<file path="config.mk">
export PLATFORM = sky130hd
export DESIGN_NAME = instr_fetch
export DESIGN_NICKNAME = d
export VERILOG_FILES = /design/src/rtl/fetch_pkg.sv /design/src/rtl/fetch_fifo.sv /design/src/rtl/instr_fetch.sv
export SDC_FILE = /design/constraint.sdc
export NUM_CORES = 1
export LEC_CHECK = 0
export ABC_AREA = 0
export BUFFER_PORTS_ARGS = -buffer_cell sky130_fd_sc_hd__buf_2
export CORE_ASPECT_RATIO = 2
export CORE_UTILIZATION = 53
export CTS_CLUSTER_DIAMETER = 30
export DETAILED_ROUTE_END_ITERATION = 8
export PLACE_DENSITY = 0.82
export SYNTH_ARGS = -nofsm -noshare
export SYNTH_HDL_FRONTEND = slang
export SYNTH_SLANG_ARGS = --single-unit
</file>
<file path="constraint.sdc">
create_clock -name clk -period 3.4 [get_ports clk]
set_clock_uncertainty 0.05 [all_clocks]
set_input_delay 0.17 -clock clk [delete_from_list [all_inputs] [get_ports clk]]
set_output_delay 0.17 -clock clk [all_outputs]
set_load 0.03 [all_outputs]
</file>
<file path="src/rtl/fetch_pkg.sv">
// Shared widths, buffer depth and entry layout for the instruction fetch stage.
package fetch_pkg;

    localparam int FETCH_ADDR_W  = 8;
    localparam int FETCH_INSTR_W = 16;
    localparam int FETCH_DEPTH   = 2;
    localparam int FETCH_CNT_W   = $clog2(FETCH_DEPTH + 1);

    // A buffered fetch result: the address travels with its instruction word.
    typedef struct packed {
        logic [FETCH_ADDR_W-1:0]  pc;
        logic [FETCH_INSTR_W-1:0] instr;
    } fetch_entry_t;

endpackage

</file>
<file path="src/rtl/fetch_fifo.sv">
// Two-entry shift FIFO holding returned instructions; entry 0 is always the head
// so the output is a plain register and stays put while decode stalls.
module fetch_fifo
    import fetch_pkg::*;
#(
    parameter int DATA_W = FETCH_ADDR_W + FETCH_INSTR_W
)
(
    input  logic                   clk,
    input  logic                   reset_n,
    input  logic                   i_push,
    input  logic [DATA_W-1:0]      i_data,
    input  logic                   i_pop,
    input  logic                   i_flush,
    output logic [FETCH_CNT_W-1:0] o_count,
    output logic [DATA_W-1:0]      o_head
);

    localparam logic [FETCH_CNT_W-1:0] LP_ONE  = FETCH_CNT_W'(1);
    localparam logic [FETCH_CNT_W-1:0] LP_FULL = FETCH_CNT_W'(FETCH_DEPTH);

    logic [DATA_W-1:0]      r_mem0;
    logic [DATA_W-1:0]      r_mem1;
    logic [FETCH_CNT_W-1:0] r_count;
    logic                   w_pop;
    logic                   w_push;

    assign w_pop  = i_pop && (r_count != '0);
    // A push into a full buffer is only legal when the head leaves in the same cycle.
    assign w_push = i_push && ((r_count != LP_FULL) || w_pop);

    always_ff @(posedge clk or negedge reset_n) begin
        if (!reset_n) begin
            r_count <= '0;
            r_mem0  <= '0;
            r_mem1  <= '0;
        end else if (i_flush) begin
            r_count <= '0;
        end else begin
            case ({w_push, w_pop})
                2'b10: begin
                    if (r_count == '0) begin
                        r_mem0 <= i_data;
                    end else begin
                        r_mem1 <= i_data;
                    end
                    r_count <= r_count + LP_ONE;
                end
                2'b01: begin
                    r_mem0  <= r_mem1;
                    r_count <= r_count - LP_ONE;
                end
                2'b11: begin
                    if (r_count == LP_ONE) begin
                        r_mem0 <= i_data;
                    end else begin
                        r_mem0 <= r_mem1;
                        r_mem1 <= i_data;
                    end
                end
                default: begin
                end
            endcase
        end
    end

    assign o_count = r_count;
    assign o_head  = r_mem0;

endmodule

</file>
<file path="src/rtl/instr_fetch.sv">
// Instruction fetch stage: issues single-cycle-latency memory reads for accepted
// PCs and buffers the returned words for decode, with a credit-based ready.
module instr_fetch
    import fetch_pkg::*;
#(
    parameter int ADDR_W  = FETCH_ADDR_W,
    parameter int INSTR_W = FETCH_INSTR_W
)
(
    input  logic               clk,
    input  logic               reset_n,
    input  logic [ADDR_W-1:0]  pc_in,
    input  logic               pc_valid,
    output logic               pc_ready,
    input  logic               flush,
    output logic               mem_en,
    output logic [ADDR_W-1:0]  mem_addr,
    input  logic [INSTR_W-1:0] mem_rdata,
    output logic [INSTR_W-1:0] instr,
    output logic [ADDR_W-1:0]  instr_pc,
    output logic               instr_valid,
    input  logic               instr_ready
);

    localparam int                     LP_ENTRY_W = ADDR_W + INSTR_W;
    localparam logic [FETCH_CNT_W:0]   LP_DEPTH   = (FETCH_CNT_W + 1)'(FETCH_DEPTH);

    logic                    r_inflight;
    logic [ADDR_W-1:0]       r_inflight_pc;
    logic                    w_acc;
    logic                    w_pop;
    logic [FETCH_CNT_W-1:0]  w_count;
    logic [FETCH_CNT_W:0]    w_pending;
    logic [FETCH_CNT_W:0]    w_outstanding;
    logic [LP_ENTRY_W-1:0]   w_head;

    assign w_pop = instr_valid & instr_ready;

    // Credit counts buffered plus in-flight work, minus what decode takes this
    // cycle, so a draining buffer keeps the pipe full at one fetch per cycle.
    assign w_outstanding = {1'b0, w_count} + {{FETCH_CNT_W{1'b0}}, r_inflight};
    assign w_pending     = w_outstanding - {{FETCH_CNT_W{1'b0}}, w_pop};
    assign pc_ready      = reset_n & !flush & (w_pending < LP_DEPTH);

    assign w_acc    = pc_valid & pc_ready;
    assign mem_en   = w_acc;
    assign mem_addr = pc_in;

    always_ff @(posedge clk or negedge reset_n) begin
        if (!reset_n) begin
            r_inflight    <= 1'b0;
            r_inflight_pc <= '0;
        end else begin
            r_inflight <= w_acc & !flush;
            if (w_acc) begin
                r_inflight_pc <= pc_in;
            end
        end
    end

    fetch_fifo #(
        .DATA_W (LP_ENTRY_W)
    ) u_fifo (
        .clk     (clk),
        .reset_n (reset_n),
        .i_push  (r_inflight),
        .i_data  ({r_inflight_pc, mem_rdata}),
        .i_pop   (w_pop),
        .i_flush (flush),
        .o_count (w_count),
        .o_head  (w_head)
    );

    assign instr_valid = (w_count != '0);
    assign instr_pc    = w_head[LP_ENTRY_W-1:INSTR_W];
    assign instr       = w_head[INSTR_W-1:0];

    a_no_overflow : assert property (@(posedge clk) disable iff (!reset_n)
        w_outstanding <= LP_DEPTH);

endmodule

</file>
==> results of run 1 <==
[flip-flops by register name, summed over array words and instances, names as in the netlist]
register	cells
u_fifo.o_head	24
r_inflight_pc	8
r_inflight	1
u_fifo.o_count	2
u_fifo.r_mem1	24
[power by group through the flow]
stage	Sequential, W	Clock [W]	Combinational, W
2_1_floorplan	0.00146	0	0.000723
3_3_place_gp	0.00119	0	0.00126
3_5_place_dp	0.00122	0	0.00129
4_1_cts	0.00121	0.000561	0.00130
5_1_grt	0.00125	0.000592	0.00143
6_report	0.00120	0.000547	0.00130
[routing by layer]
layer	up-vias	part of all wire, %	routed length, µm	global-route usage (%)
li1	848	-	-	-
met1	854	38	1810	21.5
met2	56	54	2570	34.1
met3	7	5.5	259	5.16
met4	0	1.8	87	8.70
met5	-	0	0	0
[cells by family after synthesis]
kind of cell | count (synthesis) | share of synthesized area (%)
AO/OA/AOI/OAI | 29 | 5.73
XOR/XNOR | 1 | 0.326
adder cells (fa/ha/maj) | 5 | 2.61
buffers and inverters | 24 | 6.20
flip-flops | 59 | 55.0
multiplexers | 57 | 22.7
AND/OR/NAND/NOR | 41 | 7.41
[critical path, delay by kind of cell, from the launching register on]
kind	cells	cell delay [ns]
fa+ha+maj	3	0.97
simple gates	5	0.77
buf+inv	4	0.47
flops	1	0.45
[through the flow]
step	util [%]	worst slack (ns)	area, µm²	total power (W)	hold slack [ns]
after CTS	64.5	0.0410	3140	0.00306	0.0274
final	65.1	0.178	3170	0.00305	0.0379
after detailed placement	60.7	0.393	2950	0.00251	0.345
after floorplan	-	0.237	2690	0.00219	-0.176
after global routing	65.1	-0.00639	3170	0.00327	0.0305
after global placement	60.7	0.477	2950	0.00245	0.335
[worst paths after layout]
check	cells past startpoint	to	from
max reg2reg	11	r_inflight_pc[5]$_DFFE_PN0P_	u_fifo.o_count[1]$_DFFE_PN0P_
min in group asynchronous	3	u_fifo.r_mem1[2]$_DFFE_PN0P_	reset_n
min reg2reg	1	u_fifo.r_mem1[8]$_DFFE_PN0P_	u_fifo.r_mem1[8]$_DFFE_PN0P_
min	2	r_inflight_pc[3]$_DFFE_PN0P_	pc_in[3]
max in group asynchronous	3	u_fifo.o_count[1]$_DFFE_PN0P_	reset_n
max	12	mem_en	u_fifo.o_count[1]$_DFFE_PN0P_
[cell type report]
class / count / area, µm²
inverters: 6 / 26.3
repair buffers: 67 / 350
clock inverters: 2 / 10.0
fillers: 424 / 1700
flip-flops and latches: 59 / 1480
multi-input cells: 133 / 1070
well taps: 57 / 71.3
clock buffers: 14 / 163
[cell usage in the layout (no fill, tap or decap), types with 2 or more instances in the layout]
cell type / netlist / layout
a21oi_1: 25 / 24
buf_2: 4 / 62
buf_4: 9 / 3
clkbuf_1: 1 / 3
clkbuf_8: 0 / 11
clkinv_2: 0 / 2
dfrtp_1: 59 / 58
ha_1: 4 / 3
inv_1: 6 / 5
mux2_2: 32 / 32
mux2i_1: 25 / 25
nand2_1: 3 / 3
nand2_4: 1 / 2
nor2_1: 28 / 28
nor3_1: 2 / 2
[timing repair]
item / in CTS / in global routing
endpoints found under the setup margin: 0 / 1
gates resized for setup: 0 / 6
setup buffers: 0 / 1
endpoints found under the hold margin: 28 / 0
hold buffers: 1 / 0
==> metrics.txt, run 1 <==
status=finished, final reports clean; CP Data Arrival Time=approximately 3 ns; Synth top cells by count=dfrtp_1, mux2_2, nor2_1, a21oi_1, mux2i_1; switching share of power=a little under 40%; non-filler cells in the finished layout=approximately 340; slowest cell on the critical path=fa_1; max_cap viols=0; Total GRT Usage=19.5%; Routed Wire Length=~4700 µm; Area growth syn-to-layout=17.9%; placed cell count=320; RePlAce Congestion=~0.74; leading area contributor after synthesis=dfrtp_1; WL per Instance=between 10 and 15 µm; TritonRoute pass-1 iters=4; CTS max path bufs=2; initial antenna violation count=0; Final Hold Vio Count=0; cell area after synthesis=2690 µm²; Root Driver=clkbuf_8; Synth top area share=between 50% and 60%; CP required=roughly 3.2 ns; Final Max Tran Viols=0; Tmin final=3.22 ns; Max H-tree Level=3; Hold WC Path Type=in -> reg; leakage power=between 1.5 and 2 nW; Die ar.=between 5000 and 6000 µm²; most numerous cell in the Yosys netlist=dfrtp_1; die width=roughly 52 µm; layout cells sized above 1=between 40% and 50%; synth top area cells=dfrtp_1, mux2_2, mux2i_1, a21oi_1, nor2_1; Mean Syn Cell Area=around 12 µm²; largest net degree at the start of global routing=60; Comb pwr share=a little over two fifths; Int Pwr=about 0.0018 W; die height=103 µm; post-synth cell types=28; Post-Syn Instances=approximately 220; CTS tree=built; Max IR drop VDD=around 0.6 mV; worst-path cell chain=inv_1 -> ha_2 -> nand2b_4 -> clkinvlp_4 -> ha_1 -> nand2b_1 -> fa_1 -> nand2_1 -> nor3_4 -> nand2_4 -> inv_1 -> clkbuf_4; switching power=between 0.001 and 0.0015 W; critical path startpoint category=flop; CP max FO=10; Worst-Skew Late Latency=roughly 0.32 ns; CTS Buf Count=9; I/O Buffers=63; pwr dens=~960 nW/µm²; drt initial violations=24; row count=36; post-synthesis sequential area ratio=55.0%; setup_tns=0 ns; Most used DFF post-synth=dfrtp_1; Post-route DRC=0; Syn Nets=250; Post-DP HPWL=about 3300 µm; DR vias=approximately 1800; clk sinks=about 60; Detail Route Antenna Nets=0; # setup viols final=0; crit path kind=reg -> out; Core ar.=just under 5000 µm²; Vias/cell=about 5.2; ant diodes=0; FF+latch count, synth=59; Post-synth EDFFs=0; vias in the first global route=1719; gr ovfl total=0; Slew @ Worst Pin=a little over 0.7 ns; boundary pin count=64; Yosys warning count=0; Reg power frac=between 30 and 40%; Final Cycle Share=between 90% and 100%; clk slew on worst S/H paths=roughly 0.06 ns; Setup crit end kind=primary output; slowest stage delay, CP=0.49 ns; NumNets Final=310; first-pass GRT wire length=7640 µm; Slew headroom=52.1%; Clock power frac=~18%; R2R Setup Slk=around 0.5 ns; Starting Density=a little under three fifths; fmax=between 0.3 and 0.4 GHz; Async SR Flop Fraction=100%; Worst path most repeated cell=inv_1
Power figures use the tool's default switching activity.
==> inputs of run 2 (changes only) <==
--- a/config.mk
+++ b/config.mk
@@ -7,11 +7,10 @@
 export LEC_CHECK = 0
 export ABC_AREA = 0
 export BUFFER_PORTS_ARGS = -buffer_cell sky130_fd_sc_hd__buf_2
-export CORE_ASPECT_RATIO = 2
-export CORE_UTILIZATION = 53
+export CORE_UTILIZATION = 57
 export CTS_CLUSTER_DIAMETER = 30
 export DETAILED_ROUTE_END_ITERATION = 8
-export PLACE_DENSITY = 0.82
+export PLACE_DENSITY = 0.87
 export SYNTH_ARGS = -nofsm -noshare
 export SYNTH_HDL_FRONTEND = slang
 export SYNTH_SLANG_ARGS = --single-unit
==> constraint.sdc (replaced) <==
create_clock -name clk -period 3.84 [get_ports clk]
set_clock_uncertainty 0.05 [all_clocks]
set_input_delay 0.192 -clock clk [delete_from_list [all_inputs] [get_ports clk]]
set_output_delay 0.192 -clock clk [all_outputs]
set_load 0.03 [all_outputs]
==> run 2 against run 1 <==
Effect of this change:
- the run now ends with design-rule violations left
- global-route usage increased by 1.3 points
- routed wire length down 0.32%
- highest routed layer unchanged
- sequential cell count unchanged
- core utilization up 5.6 points
- sequential power decreased by 12%
- die area decreased by 7.1%
- worst setup slack gained 0.29 ns
- via count is 2.1% lower
==> metrics.txt, run 2 (synthesis results as in run 1) <==
status=finished, violations left (was finished, final reports clean); failing checks=design-rule violations; setup_tns=0 ns (unchanged); Starting Density=60.4% (was 55.2%); die width=70.6 µm (was 52.3 µm); switching power=0.00106 W (was 0.00121 W); clk slew on worst S/H paths=0.06 ns (about the same); Hold WC Path Type=in -> async (was in -> reg); RePlAce Congestion=0.790 (was 0.740); Worst path most repeated cell=inv_1 (unchanged); Detail Route Antenna Nets=0 (unchanged); GR Util met1=23.9% (was 21.5%); DR vias=1728 (was 1765); Int Pwr=0.00169 W (was 0.00184 W); Total GRT Usage=20.8% (was 19.5%); GR Util met2=37.1% (was 34.1%); largest net degree at the start of global routing=60 (unchanged); commonest non-fill, non-tap cell in the layout=buf_2 (unchanged); Register Area=1480 µm² (about the same); Vias/cell=5.27 (was 5.22); area occupied by multi-input gates=1050 µm² (was 1070 µm²); boundary pin count=64 (unchanged); CP Data Arrival Time=3.13 ns (was 3.00 ns); Post-route DRC=2 (was 0); WL per Instance=14.4 µm (was 14.0 µm); Slew headroom=22.3% (was 52.1%); clk sinks=59 (unchanged); # setup viols final=0 (unchanged); PostCTS Resize Cnt=0 (unchanged); CP max FO=10 (unchanged); initial antenna violation count=0 (unchanged); Slew @ Worst Pin=1.16 ns (was 0.719 ns); max_cap viols=0 (unchanged); GRT met3 Usage=5.56% (was 5.16%); most frequent cells in the layout=buf_2, dfrtp_1, mux2_2 (unchanged); gr ovfl total=0 (unchanged); CTS max path bufs=2 (unchanged); Comb pwr share=41.1% (was 42.7%); worst-path cell chain=inv_1 -> ha_1 -> nand2b_4 -> inv_1 -> ha_1 -> nand2b_1 -> fa_1 -> xor2_1 -> nor3_2 -> nand2_2 -> inv_1 -> buf_2 (was inv_1 -> ha_2 -> nand2b_4 -> clkinvlp_4 -> ha_1 -> nand2b_1 -> fa_1 -> nand2_1 -> nor3_4 -> nand2_4 -> inv_1 -> clkbuf_4); Routed Wire Length=4720 µm (was 4730 µm); NumNets Final=307 (was 310); TritonRoute pass-1 iters=6 (was 4); Final Max Tran Viols=0 (unchanged); Pwr Total=0.00276 W (was 0.00305 W); leakage power=1.68 nW (about the same); Die ar.=4990 µm² (was 5370 µm²); first-pass GRT wire length=7850 µm (was 7640 µm); grt peak-use layer=met2 (unchanged); Root Driver=clkbuf_8 (unchanged); Max H-tree Level=3 (unchanged); row count=24 (was 36); critical path startpoint category=flop (unchanged); RSZ-0062 raised after global routing=false; crit path kind=reg -> out (unchanged); Reg power frac=38.5% (was 39.4%); fmax=slightly below 0.3 GHz; Final Hold Vio Count=0 (unchanged); Clock power frac=20.4% (was 17.9%); Worst-Skew Late Latency=0.32 ns (about the same); slowest cell on the critical path=dfrtp_1 (was fa_1); number of fill cells=329 (was 424); Setup crit end kind=primary output (unchanged); drt initial violations=94 (was 24); I/O Buffers=63 (unchanged); CTS tree=built (unchanged); setup bufs post-CTS=0 (unchanged); Max IR drop VDD=0.521 mV (was 0.604 mV); switching share of power=38.6% (was 39.6%); slowest stage delay, CP=0.48 ns (was 0.49 ns); Post-DP HPWL=3150 µm (was 3310 µm); Core ar.=4440 µm² (was 4860 µm²); Area growth syn-to-layout=17.0% (was 17.9%); Tmin final=3.38 ns; die height=70.6 µm (was 103 µm); layout cells sized above 1=42.0% (was 42.7%); ant diodes=0 (unchanged); pwr dens=878 nW/µm² (was 964 nW/µm²); CP required=3.60 ns (was 3.18 ns); vias in the first global route=1757 (was 1719); Final Cycle Share=a little under 90%; CTS Buf Count=9 (unchanged); cts hold-fix bufs=0 (was 1)
run 2: critical path, delay by kind of cell, from the launching register on:
family	cells	cell delay, ns
adder cells (fa/ha/maj)	3	0.86
flip-flops	1	0.48
buffers and inverters	4	0.54
XOR/XNOR	1	0.18
AND/OR/NAND/NOR	4	0.75
run 2: routing by layer:
| metal | vias up | share of wire [%] |
|---|---|---|
| met5 | - | 0 |
| met4 | 0 | 1.4 |
| met3 | 6 | 4.0 |
| li1 | 844 | - |
| met2 | 38 | 50 |
| met1 | 840 | 44 |
run 2: worst paths after layout:
kind / start / to / slack [ns] / cells after the start
setup / recovery: u_fifo.o_count[1]$_DFFE_PN0P_ / mem_en / 0.46 / 12
hold / removal: reset_n / u_fifo.r_mem1[8]$_DFFE_PN0P_ / 0.02 / 2
setup reg to reg: u_fifo.o_count[1]$_DFFE_PN0P_ / r_inflight_pc[5]$_DFFE_PN0P_ / 0.82 / 11
hold reg to reg: u_fifo.r_mem1[3]$_DFFE_PN0P_ / u_fifo.r_mem1[3]$_DFFE_PN0P_ / 0.45 / 1
max in group asynchronous: reset_n / u_fifo.o_count[1]$_DFFE_PN0P_ / 3.25 / 2
min in group clk: pc_in[0] / r_inflight_pc[0]$_DFFE_PN0P_ / 0.06 / 2
run 2: area by class of cell:
type	instances	area share [%]
Sequential cell	59	47.0
Clock buffer	12	5.26
Timing Repair Buffer	64	10.3
Inverter	6	0.717
Tap cell	52	2.07
Clock inverter	2	1.12
Multi-Input combinational cell	133	33.5
run 2: through the flow:
| stage | cells | cell area (µm²) | hold slack [ns] | worst slack, ns | utilization [%] |
|---|---|---|---|---|---|
| final | 328 | 3140 | 0.0225 | 0.465 | 70.7 |
| after global routing | 328 | 3140 | 0.0529 | 0.252 | 70.7 |
| after CTS | 328 | 3140 | 0.0492 | 0.455 | 70.7 |
| after detailed placement | 314 | 2940 | 0.392 | 0.802 | 66.2 |
| after global placement | 314 | 2940 | 0.390 | 0.895 | 66.2 |
| after floorplan | 216 | 2690 | -0.154 | 0.657 | - |
run 2: power groups by stage:
stage,Combinational (W),Clock (W),Sequential (W)
2_1_floorplan,0.000640,0,0.00130
3_3_place_gp,0.00111,0,0.00105
3_5_place_dp,0.00114,0,0.00107
4_1_cts,0.00115,0.000574,0.00106
5_1_grt,0.00124,0.000596,0.00110
6_report,0.00113,0.000563,0.00106
